`src/rtl/tff_toggle_pkg.sv`:
```
// Shared types and default timing for the push-button toggle pulse generator.
// Counter widths are sized from the longest timing interval via timer_width().
package tff_toggle_pkg;

    typedef enum logic [1:0] {
        StIdle    = 2'd0,
        StPressDb = 2'd1,
        StHeld    = 2'd2,
        StRelDb   = 2'd3
    } tff_state_e;

    localparam int unsigned DefSyncStages    = 2;
    localparam int unsigned DefDebounceCycles = 4;
    localparam int unsigned DefRepeatDelay    = 16;
    localparam int unsigned DefRepeatPeriod   = 8;

    function automatic int unsigned timer_width(input int unsigned a,
                                                input int unsigned b,
                                                input int unsigned c);
        int unsigned m;
        m = a;
        if (b > m) m = b;
        if (c > m) m = c;
        // Counters only ever hold values up to m-1; keep at least one bit.
        return (m < 2) ? 1 : $clog2(m);
    endfunction

endpackage

```
`src/rtl/bit_sync.sv`:
```
// Multi-flop synchroniser for a single asynchronous input bit.
// Synchronous active-low reset clears the whole chain.
module bit_sync #(
    parameter int unsigned STAGES = 2
) (
    input  logic clk,
    input  logic rst,
    input  logic d,
    output logic q
);

    logic [STAGES-1:0] chain_q;

    always_ff @(posedge clk) begin
        if (!rst) begin
            chain_q <= '0;
        end else begin
            chain_q <= {chain_q[STAGES-2:0], d};
        end
    end

    assign q = chain_q[STAGES-1];

endmodule

```
`src/rtl/tff_toggle_gen.sv`:
```
// Debounced push-button to single-cycle toggle pulse generator with optional auto-repeat.
// Path: bit_sync -> debounce FSM -> registered pulse, plus a wrapping pulse counter.
module tff_toggle_gen
    import tff_toggle_pkg::*;
#(
    parameter int unsigned SYNC_STAGES     = DefSyncStages,
    parameter int unsigned DEBOUNCE_CYCLES = DefDebounceCycles,
    parameter bit          REPEAT_EN       = 1'b1,
    parameter int unsigned REPEAT_DELAY    = DefRepeatDelay,
    parameter int unsigned REPEAT_PERIOD   = DefRepeatPeriod,
    parameter int unsigned CNT_W           = 8
) (
    input  logic             clk,
    input  logic             rst,
    input  logic             en,
    input  logic             btn_in,
    output logic             t_out,
    output logic             btn_level,
    output logic             busy,
    output logic [CNT_W-1:0] t_count
);

    localparam int unsigned TimerW = timer_width(DEBOUNCE_CYCLES, REPEAT_DELAY, REPEAT_PERIOD);
    localparam logic [TimerW-1:0] DbLast     = TimerW'(DEBOUNCE_CYCLES - 1);
    localparam logic [TimerW-1:0] DelayLast  = TimerW'(REPEAT_DELAY - 1);
    localparam logic [TimerW-1:0] PeriodLast = TimerW'(REPEAT_PERIOD - 1);

    logic btn_s;

    bit_sync #(
        .STAGES(SYNC_STAGES)
    ) u_bit_sync (
        .clk(clk),
        .rst(rst),
        .d  (btn_in),
        .q  (btn_s)
    );

    tff_state_e        state_q, state_d;
    logic [TimerW-1:0] db_cnt_q, db_cnt_d;
    logic [TimerW-1:0] rep_cnt_q, rep_cnt_d;
    logic              first_q, first_d;   // next repeat uses the initial delay
    logic              t_out_q, t_out_d;
    logic              btn_level_q, btn_level_d;
    logic              busy_q, busy_d;
    logic [CNT_W-1:0]  t_count_q, t_count_d;
    logic              pulse;

    always_ff @(posedge clk) begin
        if (!rst) begin
            state_q     <= StIdle;
            db_cnt_q    <= '0;
            rep_cnt_q   <= '0;
            first_q     <= 1'b1;
            t_out_q     <= 1'b0;
            btn_level_q <= 1'b0;
            busy_q      <= 1'b0;
            t_count_q   <= '0;
        end else begin
            state_q     <= state_d;
            db_cnt_q    <= db_cnt_d;
            rep_cnt_q   <= rep_cnt_d;
            first_q     <= first_d;
            t_out_q     <= t_out_d;
            btn_level_q <= btn_level_d;
            busy_q      <= busy_d;
            t_count_q   <= t_count_d;
        end
    end

    always_comb begin
        state_d   = state_q;
        db_cnt_d  = db_cnt_q;
        rep_cnt_d = rep_cnt_q;
        first_d   = first_q;
        pulse     = 1'b0;
        if (!en) begin
            state_d   = StIdle;
            db_cnt_d  = '0;
            rep_cnt_d = '0;
            first_d   = 1'b1;
        end else begin
            unique case (state_q)
                StIdle: begin
                    if (btn_s) begin
                        state_d  = StPressDb;
                        db_cnt_d = '0;
                    end
                end
                StPressDb: begin
                    if (!btn_s) begin
                        state_d = StIdle;
                    end else if (db_cnt_q == DbLast) begin
                        state_d   = StHeld;
                        rep_cnt_d = '0;
                        first_d   = 1'b1;
                        pulse     = 1'b1;
                    end else begin
                        db_cnt_d = db_cnt_q + TimerW'(1);
                    end
                end
                StHeld: begin
                    if (!btn_s) begin
                        state_d  = StRelDb;
                        db_cnt_d = '0;
                    end else if (REPEAT_EN) begin
                        if (rep_cnt_q == (first_q ? DelayLast : PeriodLast)) begin
                            pulse     = 1'b1;
                            rep_cnt_d = '0;
                            first_d   = 1'b0;
                        end else begin
                            rep_cnt_d = rep_cnt_q + TimerW'(1);
                        end
                    end
                end
                StRelDb: begin
                    // A bounce back to pressed restarts the repeat delay from scratch.
                    if (btn_s) begin
                        state_d   = StHeld;
                        rep_cnt_d = '0;
                        first_d   = 1'b1;
                    end else if (db_cnt_q == DbLast) begin
                        state_d = StIdle;
                    end else begin
                        db_cnt_d = db_cnt_q + TimerW'(1);
                    end
                end
                default: state_d = StIdle;
            endcase
        end
    end

    always_comb begin
        t_out_d     = pulse;
        btn_level_d = (state_d == StHeld) || (state_d == StRelDb);
        busy_d      = (state_d != StIdle);
        t_count_d   = t_count_q + CNT_W'(pulse);
    end

    assign t_out     = t_out_q;
    assign btn_level = btn_level_q;
    assign busy      = busy_q;
    assign t_count   = t_count_q;

endmodule
```
`config.mk`:
```
export PLATFORM = sky130hd
export DESIGN_NAME = tff_toggle_gen
export DESIGN_NICKNAME = d
export VERILOG_FILES = /design/src/rtl/tff_toggle_pkg.sv /design/src/rtl/bit_sync.sv /design/src/rtl/tff_toggle_gen.sv
export SDC_FILE = /design/constraint.sdc
export NUM_CORES = 1
export LEC_CHECK = 0
export CAP_MARGIN = 0
export CORE_MARGIN = 5
export CORE_UTILIZATION = 54
export CTS_CLUSTER_SIZE = 30
export DETAILED_ROUTE_END_ITERATION = 8
export PLACE_DENSITY = 0.78
export RECOVER_POWER = 25
export SKIP_CTS_REPAIR_TIMING = 1
export SLEW_MARGIN = 15
export SYNTH_ARGS = -nofsm -noshare
export SYNTH_HDL_FRONTEND = slang
export SYNTH_SLANG_ARGS = --single-unit
```
`constraint.sdc`:
```
create_clock -name clk -period 3.35 [get_ports clk]
set_clock_uncertainty 0.2 [all_clocks]
set_input_delay 1.005 -clock clk [delete_from_list [all_inputs] [get_ports clk]]
set_output_delay 1.005 -clock clk [all_outputs]
set_load 0.02 [all_outputs]
```
==> out/metrics.cfg, run 1 <==
[worst_hold_path]
hold_path.class=reg -> reg

[yosys]
yosysTopAreaCell=dfxtp_1
synthMuxAreaShare_pct=1.634
synth_xor_area_share_pct=5.720
synth_seq_cells=24
yosys-top-cells-area=dfxtp_1 (39%), ha_1 (9.2%), and2_1 (5.6%), o21ai_0 (3.7%), xnor2_1 (3.6%)
synth_top_family_by_area=simple AND/OR/NAND/NOR gates
synthAdderAreaFrac_pct=9.193
syn_inst=135
syn_nets=148
ys_seq_area_share_pct=39.22
yosys.cell_types.count=39
ys.warnings.count=0
netlist_area_um2=1225
synth-simple-area-share_pct=21.65
synth_compound_area_share_pct=19.82
synth_top_area_share_pct=39.22
syn_area_per_cell_um2=9.074

[clocking]
clock-root-buffer=clkbuf_4
clock_sinks=24
clock_latency_ns=0.30
h-tree-depth=1
tritoncts=built
clkTransAtPathRegs_ns=0.13
cts_buffer_depth=2
cts_made_buffers=3

[die]
die-area_um2=3321
die_y_um=57.63
ios=15
start_util_pct=55.91
fp.coreArea_um2=2191
die_x_um=57.63
num_rows=17

[global_route]
antenna_found_initial=0
overflow=0
gr-usage-all-layers_pct=14.67
grt_pass1_wl_um=3988
grt_max_degree=15
grt_pass1_vias=958

[detailed_routing]
vias=1009
vias_per_cell=5.669
wirelength_um=2379
drc_errors=0
drt_pass1_iterations=2
ant_nets=0
wl_per_cell_um=13.37
drtIter0Drc=20

[worst_setup_path]
cp_top_family=simple AND/OR/NAND/NOR gates
end_kind=flop
worstSetupPathType=in -> reg
cpPeakStageDelay_ns=0.50
crit_chain=clkdlybuf4s50_1 > o2111ai_1 > nor2_1 > ha_1 > nand4_1 > or3_1 > a21boi_0
crit_path_start_kind=primary input
required_ns=3.39
cp_max_fo=4
path_buf_inv=1
crit_slowest_cell=clkdlybuf4s50_1
critical_path_arrival_ns=2.79

[power]
p_per_area_nw_per_um2=318.9
comb_power_share_pct=3.4
swShare_pct=20.94
clkPwrFrac_pct=33.1
power.total_uw=455.6
power.internal_uw=360.2
p_sw_uw=95.39
irDropWorstVdd_v=0.0002475
p_leak_uw=0.0005604
p_seq_share_pct=63.5

[job]
maxCapViolations=0

[timing]
max_slew.worst_pin.slew_ns=0.5775
finalCritPeriodShare_pct=82.04
max_slew_margin_pct=61.32
final-hold-violation-count=0
setup_viol=0
setup_tns_ns=0
grt_setup_unrepaired=no
drv_slew=0
fmax_mhz=363.8
period_minus_slack_ns=2.749

[place]
dp_hpwl_um=1765
gp_congestion=0.7031
numPortBuffers=14
place_inst=174
postPlaceCellArea_um2=1393

[finish]
diodes=0
nFillCells=190
finalInstanceArea_um2=1429
instances_no_fill=178
drive_gt1_share_pct=4.667
layout.nets=164
areaGrowthSynthToFinish_pct=16.65

[status]
outcome=finished, final reports clean

## sequential cells by signal (all words and copies together) (netlist names)
register	cells
first_q	1
t_out	1
rep_cnt_q	4
btn_level	1
state_q	2
t_count	8
busy	1
db_cnt_q	4
u_bit_sync.chain_q	2
## layout by cell type (no fill, tap or decap), types with 5 or more instances in the layout
cell type	n
clkdlybuf4s50_1	13
xnor2_1	5
nor2_1	7
inv_1	5
nand2_1	9
and2_1	8
o21ai_0	9
dfxtp_1	24
a21oi_1	5
ha_1	9
nand3_1	6
## kinds of logic (layout without fill, tap and decap cells)
group                    Yosys count  count (layout)
XOR/XNOR                           8               8
AO/OA/AOI/OAI                     35              35
AND/OR/NAND/NOR                   48              48
adder cells (fa/ha/maj)            9               9
buffers and inverters              9              24
flip-flops                        24              24
multiplexers                       2               2
## final cells by class
| type | instances | area [µm²] | area share (%) |
|---|---|---|---|
| Multi-Input combinational cell | 102 | 710.7 | 49.74 |
| Clock buffer | 4 | 36.28 | 2.539 |
| Inverter | 5 | 18.77 | 1.313 |
| Sequential cell | 24 | 480.5 | 33.63 |
| Timing Repair Buffer | 15 | 147.6 | 10.33 |
| Tap cell | 28 | 35.03 | 2.452 |
## per-layer routing
metal / vias up / global-route usage (%) / wire length [µm]
met4: 0 / 3.974 / 18
met1: 475 / 17.30 / 1129
met2: 11 / 26.29 / 1152
met5: - / 0 / 0
li1: 521 / - / -
met3: 2 / 3.563 / 77
## synthesized netlist by cell type
cell type / n
nand4bb_1: 1
o311a_1: 2
a21boi_0: 3
o211ai_1: 1
mux2i_1: 2
nand4_1: 1
nand2_1: 9
ha_1: 9
or3_2: 1
xnor2_1: 5
a32oi_1: 2
a32o_1: 1
nand3_1: 6
nor3_1: 2
o211a_1: 1
o311ai_0: 1
inv_1: 5
o31ai_1: 2
nor2_1: 7
and2_1: 11
or3_1: 3
a21o_2: 1
a21oi_1: 5
dfxtp_1: 24
and3_1: 2
nand2b_1: 1
o41ai_1: 1
a31oi_1: 2
or4b_1: 1
o21ai_0: 9
nor3b_1: 1
o21a_1: 1
o2111ai_1: 1
or4_1: 1
buf_1: 1
xor2_1: 3
nand4b_1: 1
clkbuf_1: 3
o21bai_1: 2
## power by group through the flow
stage               clock [µW]  combinational (µW)  sequential [µW]
global placement             0                15.2              296
floorplan                    0                10.5              294
detailed placement           0                15.7              296
finish                     151                15.3              289
CTS                        155                15.8              289
global route               167                16.8              290
## worst register-to-register path: cells and delay by family, from the launching register on
| kind | cells | cell delay [ns] |
|---|---|---|
| AND/OR/NAND/NOR | 3 | 0.79 |
| adder cells (fa/ha/maj) | 2 | 0.56 |
| flip-flops | 1 | 0.41 |
| AO/OA/AOI/OAI | 2 | 0.28 |
| buffers and inverters | 2 | 0.27 |
## metrics by stage
step                      setup WS, ns  hold WS, ns  utilization [%]
after floorplan                 0.9261       0.2119                -
after global placement          0.3866       0.2184            63.56
after detailed placement        0.2835       0.2208            63.56
after CTS                       0.6082       0.2521            65.22
after global routing            0.4449       0.2663            65.22
final                           0.6015       0.2506            65.22
## worst paths after layout
check / startpoint / to / slack (ns) / cells past startpoint
min reg2reg: u_bit_sync.chain_q[0] / u_bit_sync.chain_q[1] / 0.25 / 1
max reg2reg: state_q[0] / t_count[6] / 0.78 / 9
max: en / t_count[6] / 0.60 / 7
min: u_bit_sync.chain_q[0] / u_bit_sync.chain_q[1] / 0.25 / 1
Power figures use the tool's default switching activity.
==> run 2: changes to the inputs <==
--- a/config.mk
+++ b/config.mk
@@ -7,10 +7,10 @@
 export LEC_CHECK = 0
 export CAP_MARGIN = 0
 export CORE_MARGIN = 5
-export CORE_UTILIZATION = 54
+export CORE_UTILIZATION = 48
 export CTS_CLUSTER_SIZE = 30
 export DETAILED_ROUTE_END_ITERATION = 8
-export PLACE_DENSITY = 0.78
+export PLACE_DENSITY = 0.73
 export RECOVER_POWER = 25
 export SKIP_CTS_REPAIR_TIMING = 1
 export SLEW_MARGIN = 15
==> constraint.sdc (replaced) <==
create_clock -name clk -period 2.5 [get_ports clk]
set_clock_uncertainty 0.2 [all_clocks]
set_input_delay 0.75 -clock clk [delete_from_list [all_inputs] [get_ports clk]]
set_output_delay 0.75 -clock clk [all_outputs]
set_load 0.02 [all_outputs]
==> out/metrics.cfg, run 2 (synthesis results as in run 1) <==
[die]
ios=15  ; unchanged
num_rows=18  ; was 17
die_x_um=60.52  ; was 57.63 µm
die_y_um=60.52  ; was 57.63 µm
die-area_um2=3662  ; was 3321 µm²
fp.coreArea_um2=2455  ; was 2191 µm²
start_util_pct=49.90  ; was 55.91%

[clocking]
clock_sinks=24  ; unchanged
cts_buffer_depth=2  ; unchanged
tritoncts=built  ; unchanged
cts_made_buffers=3  ; unchanged
clkTransAtPathRegs_ns=0.12  ; was 0.13 ns
h-tree-depth=1  ; unchanged
clock-root-buffer=clkbuf_4  ; unchanged
clock_latency_ns=0.32  ; was 0.30 ns

[power]
p_sw_uw=129.8  ; was 95.39 µW
irDropWorstVdd_v=0.0003458  ; was 0.0002475 V
p_per_area_nw_per_um2=404.7  ; was 318.9 nW/µm²
power.internal_uw=484.4  ; was 360.2 µW
clkPwrFrac_pct=33.3  ; was 33.1%
comb_power_share_pct=3.8  ; was 3.4%
swShare_pct=21.14  ; was 20.94%
p_leak_uw=0.0006136  ; was 0.0005604 µW
p_seq_share_pct=62.9  ; was 63.5%

[timing]
max_slew.worst_pin.slew_ns=0.5410  ; was 0.5775 ns
period_minus_slack_ns=2.408
drv_slew=0  ; unchanged
setup_viol=0  ; unchanged
final-hold-violation-count=0  ; unchanged
finalWorstSetupSlack_ns=0.09244  ; was 0.6015 ns
fmax_mhz=415.4
max_slew_margin_pct=63.77  ; was 61.32%
finalCritPeriodShare_pct=96.30
hold_ws_ns=0.2572  ; was 0.2506 ns

[detailed_routing]
drtIter0Drc=38  ; was 20
wirelength_um=2562  ; was 2379 µm
wl_per_cell_um=13.41  ; was 13.37 µm
vias=1066  ; was 1009
ant_nets=0  ; unchanged
drc_errors=0  ; unchanged
drt_pass1_iterations=4  ; was 2
vias_per_cell=5.581  ; was 5.669

[global_route]
gr-usage-all-layers_pct=16.38  ; was 14.67%
grt_pass1_vias=1090  ; was 958
grt_max_degree=14  ; was 15
grt_pass1_wl_um=4526  ; was 3988 µm
overflow=0  ; unchanged
antenna_found_initial=0  ; unchanged

[finish]
largest_reg_flops=8  ; unchanged
layout.nets=175  ; was 164
seq_area_um2=481.7  ; was 480.5 µm²
drive_gt1_share_pct=11.80  ; was 4.667%
diodes=0  ; unchanged
nFillCells=207  ; was 190
multi_input_area_um2=720.7  ; was 710.7 µm²
final_cell_mix=dfxtp_1 (23), clkdlybuf4s50_1 (13), buf_4 (10)  ; was dfxtp_1 (24), clkdlybuf4s50_1 (13), nand2_1 (9), o21ai_0 (9), ha_1 (9)
final_common_cell=dfxtp_1  ; unchanged
areaGrowthSynthToFinish_pct=23.90  ; was 16.65%

[worst_setup_path]
critical_path_arrival_ns=2.46  ; was 2.79 ns
cp_max_fo=3  ; was 4
worstSetupPathType=in -> reg  ; unchanged
cpPeakStageDelay_ns=0.49  ; was 0.50 ns
required_ns=2.56  ; was 3.39 ns
crit_slowest_cell=clkdlybuf4s50_1  ; unchanged
end_kind=flop  ; unchanged
crit_path_start_kind=primary input  ; unchanged
crit_chain=clkdlybuf4s50_1 > o2111ai_1 > nor2_1 > ha_1 > nand4_1 > or3_1 > a21boi_0  ; unchanged

[job]
maxCapViolations=0  ; unchanged

[place]
gp_congestion=0.8524  ; was 0.7031
place_ws_ns=-0.2252  ; was 0.2835 ns
dp_hpwl_um=1979  ; was 1765 µm
numPortBuffers=14  ; unchanged

[status]
outcome=finished, final reports clean  ; unchanged

[worst_hold_path]
hold_path.class=reg -> reg  ; unchanged

## run 2: worst paths after layout
check / depth (start not counted) / startpoint / endpoint / slack, ns
setup / recovery: 7 / en / t_count[6] / 0.09
setup reg to reg: 11 / state_q[0] / t_count[1] / 0.10
hold reg to reg: 1 / u_bit_sync.chain_q[0] / u_bit_sync.chain_q[1] / 0.26
hold / removal: 1 / u_bit_sync.chain_q[0] / u_bit_sync.chain_q[1] / 0.26
## run 2: critical path, delay by kind of cell
family	cells	cell delay (ns)
AOI/OAI and AO/OA	2	0.29
adders and majority gates	1	0.21
buffers and inverters	1	0.49
and+or+nand+nor	3	0.73
## run 2: per-stage QoR
stage                      TNS, ns  cells  area [µm²]  total power, µW  util (%)
after floorplan                  0    135        1225            408.3         -
after global placement     -0.1691    186        1470            419.0     59.89
after detailed placement   -0.7059    186        1470            419.7     59.89
final                            0    191        1518            614.2     61.82
after global routing      -0.01277    191        1518            640.8     61.82
after CTS                        0    190        1506            623.1     61.37
## run 2: power groups by stage
stage                     clock network, µW  logic [µW]  registers [µW]
after floorplan                           0        14.0             394
after global placement                    0        24.3             395
after detailed placement                  0        24.9             395
after CTS                               212        25.0             386
after global routing                    228        26.4             387
final                                   204        23.6             386
## run 2: metal layers
layer  routed length (µm)  track usage, %  up-vias  part of all wire [%]
li1                     -               -      539                     -
met1                 1114           18.01      488                    43
met2                 1259           28.40       32                    49
met3                  122           3.830        7                   4.8
met4                   65           10.22        0                   2.5
met5                    0               0        -                     0
## run 2: layout make-up
| class | instances | area share (%) |
|---|---|---|
| inverter | 5 | 1.237 |
| clock buffer | 4 | 2.391 |
| tap | 30 | 2.473 |
| sequential | 24 | 31.74 |
| timing repair buffer | 26 | 14.67 |
| multi-input combinational | 102 | 47.49 |
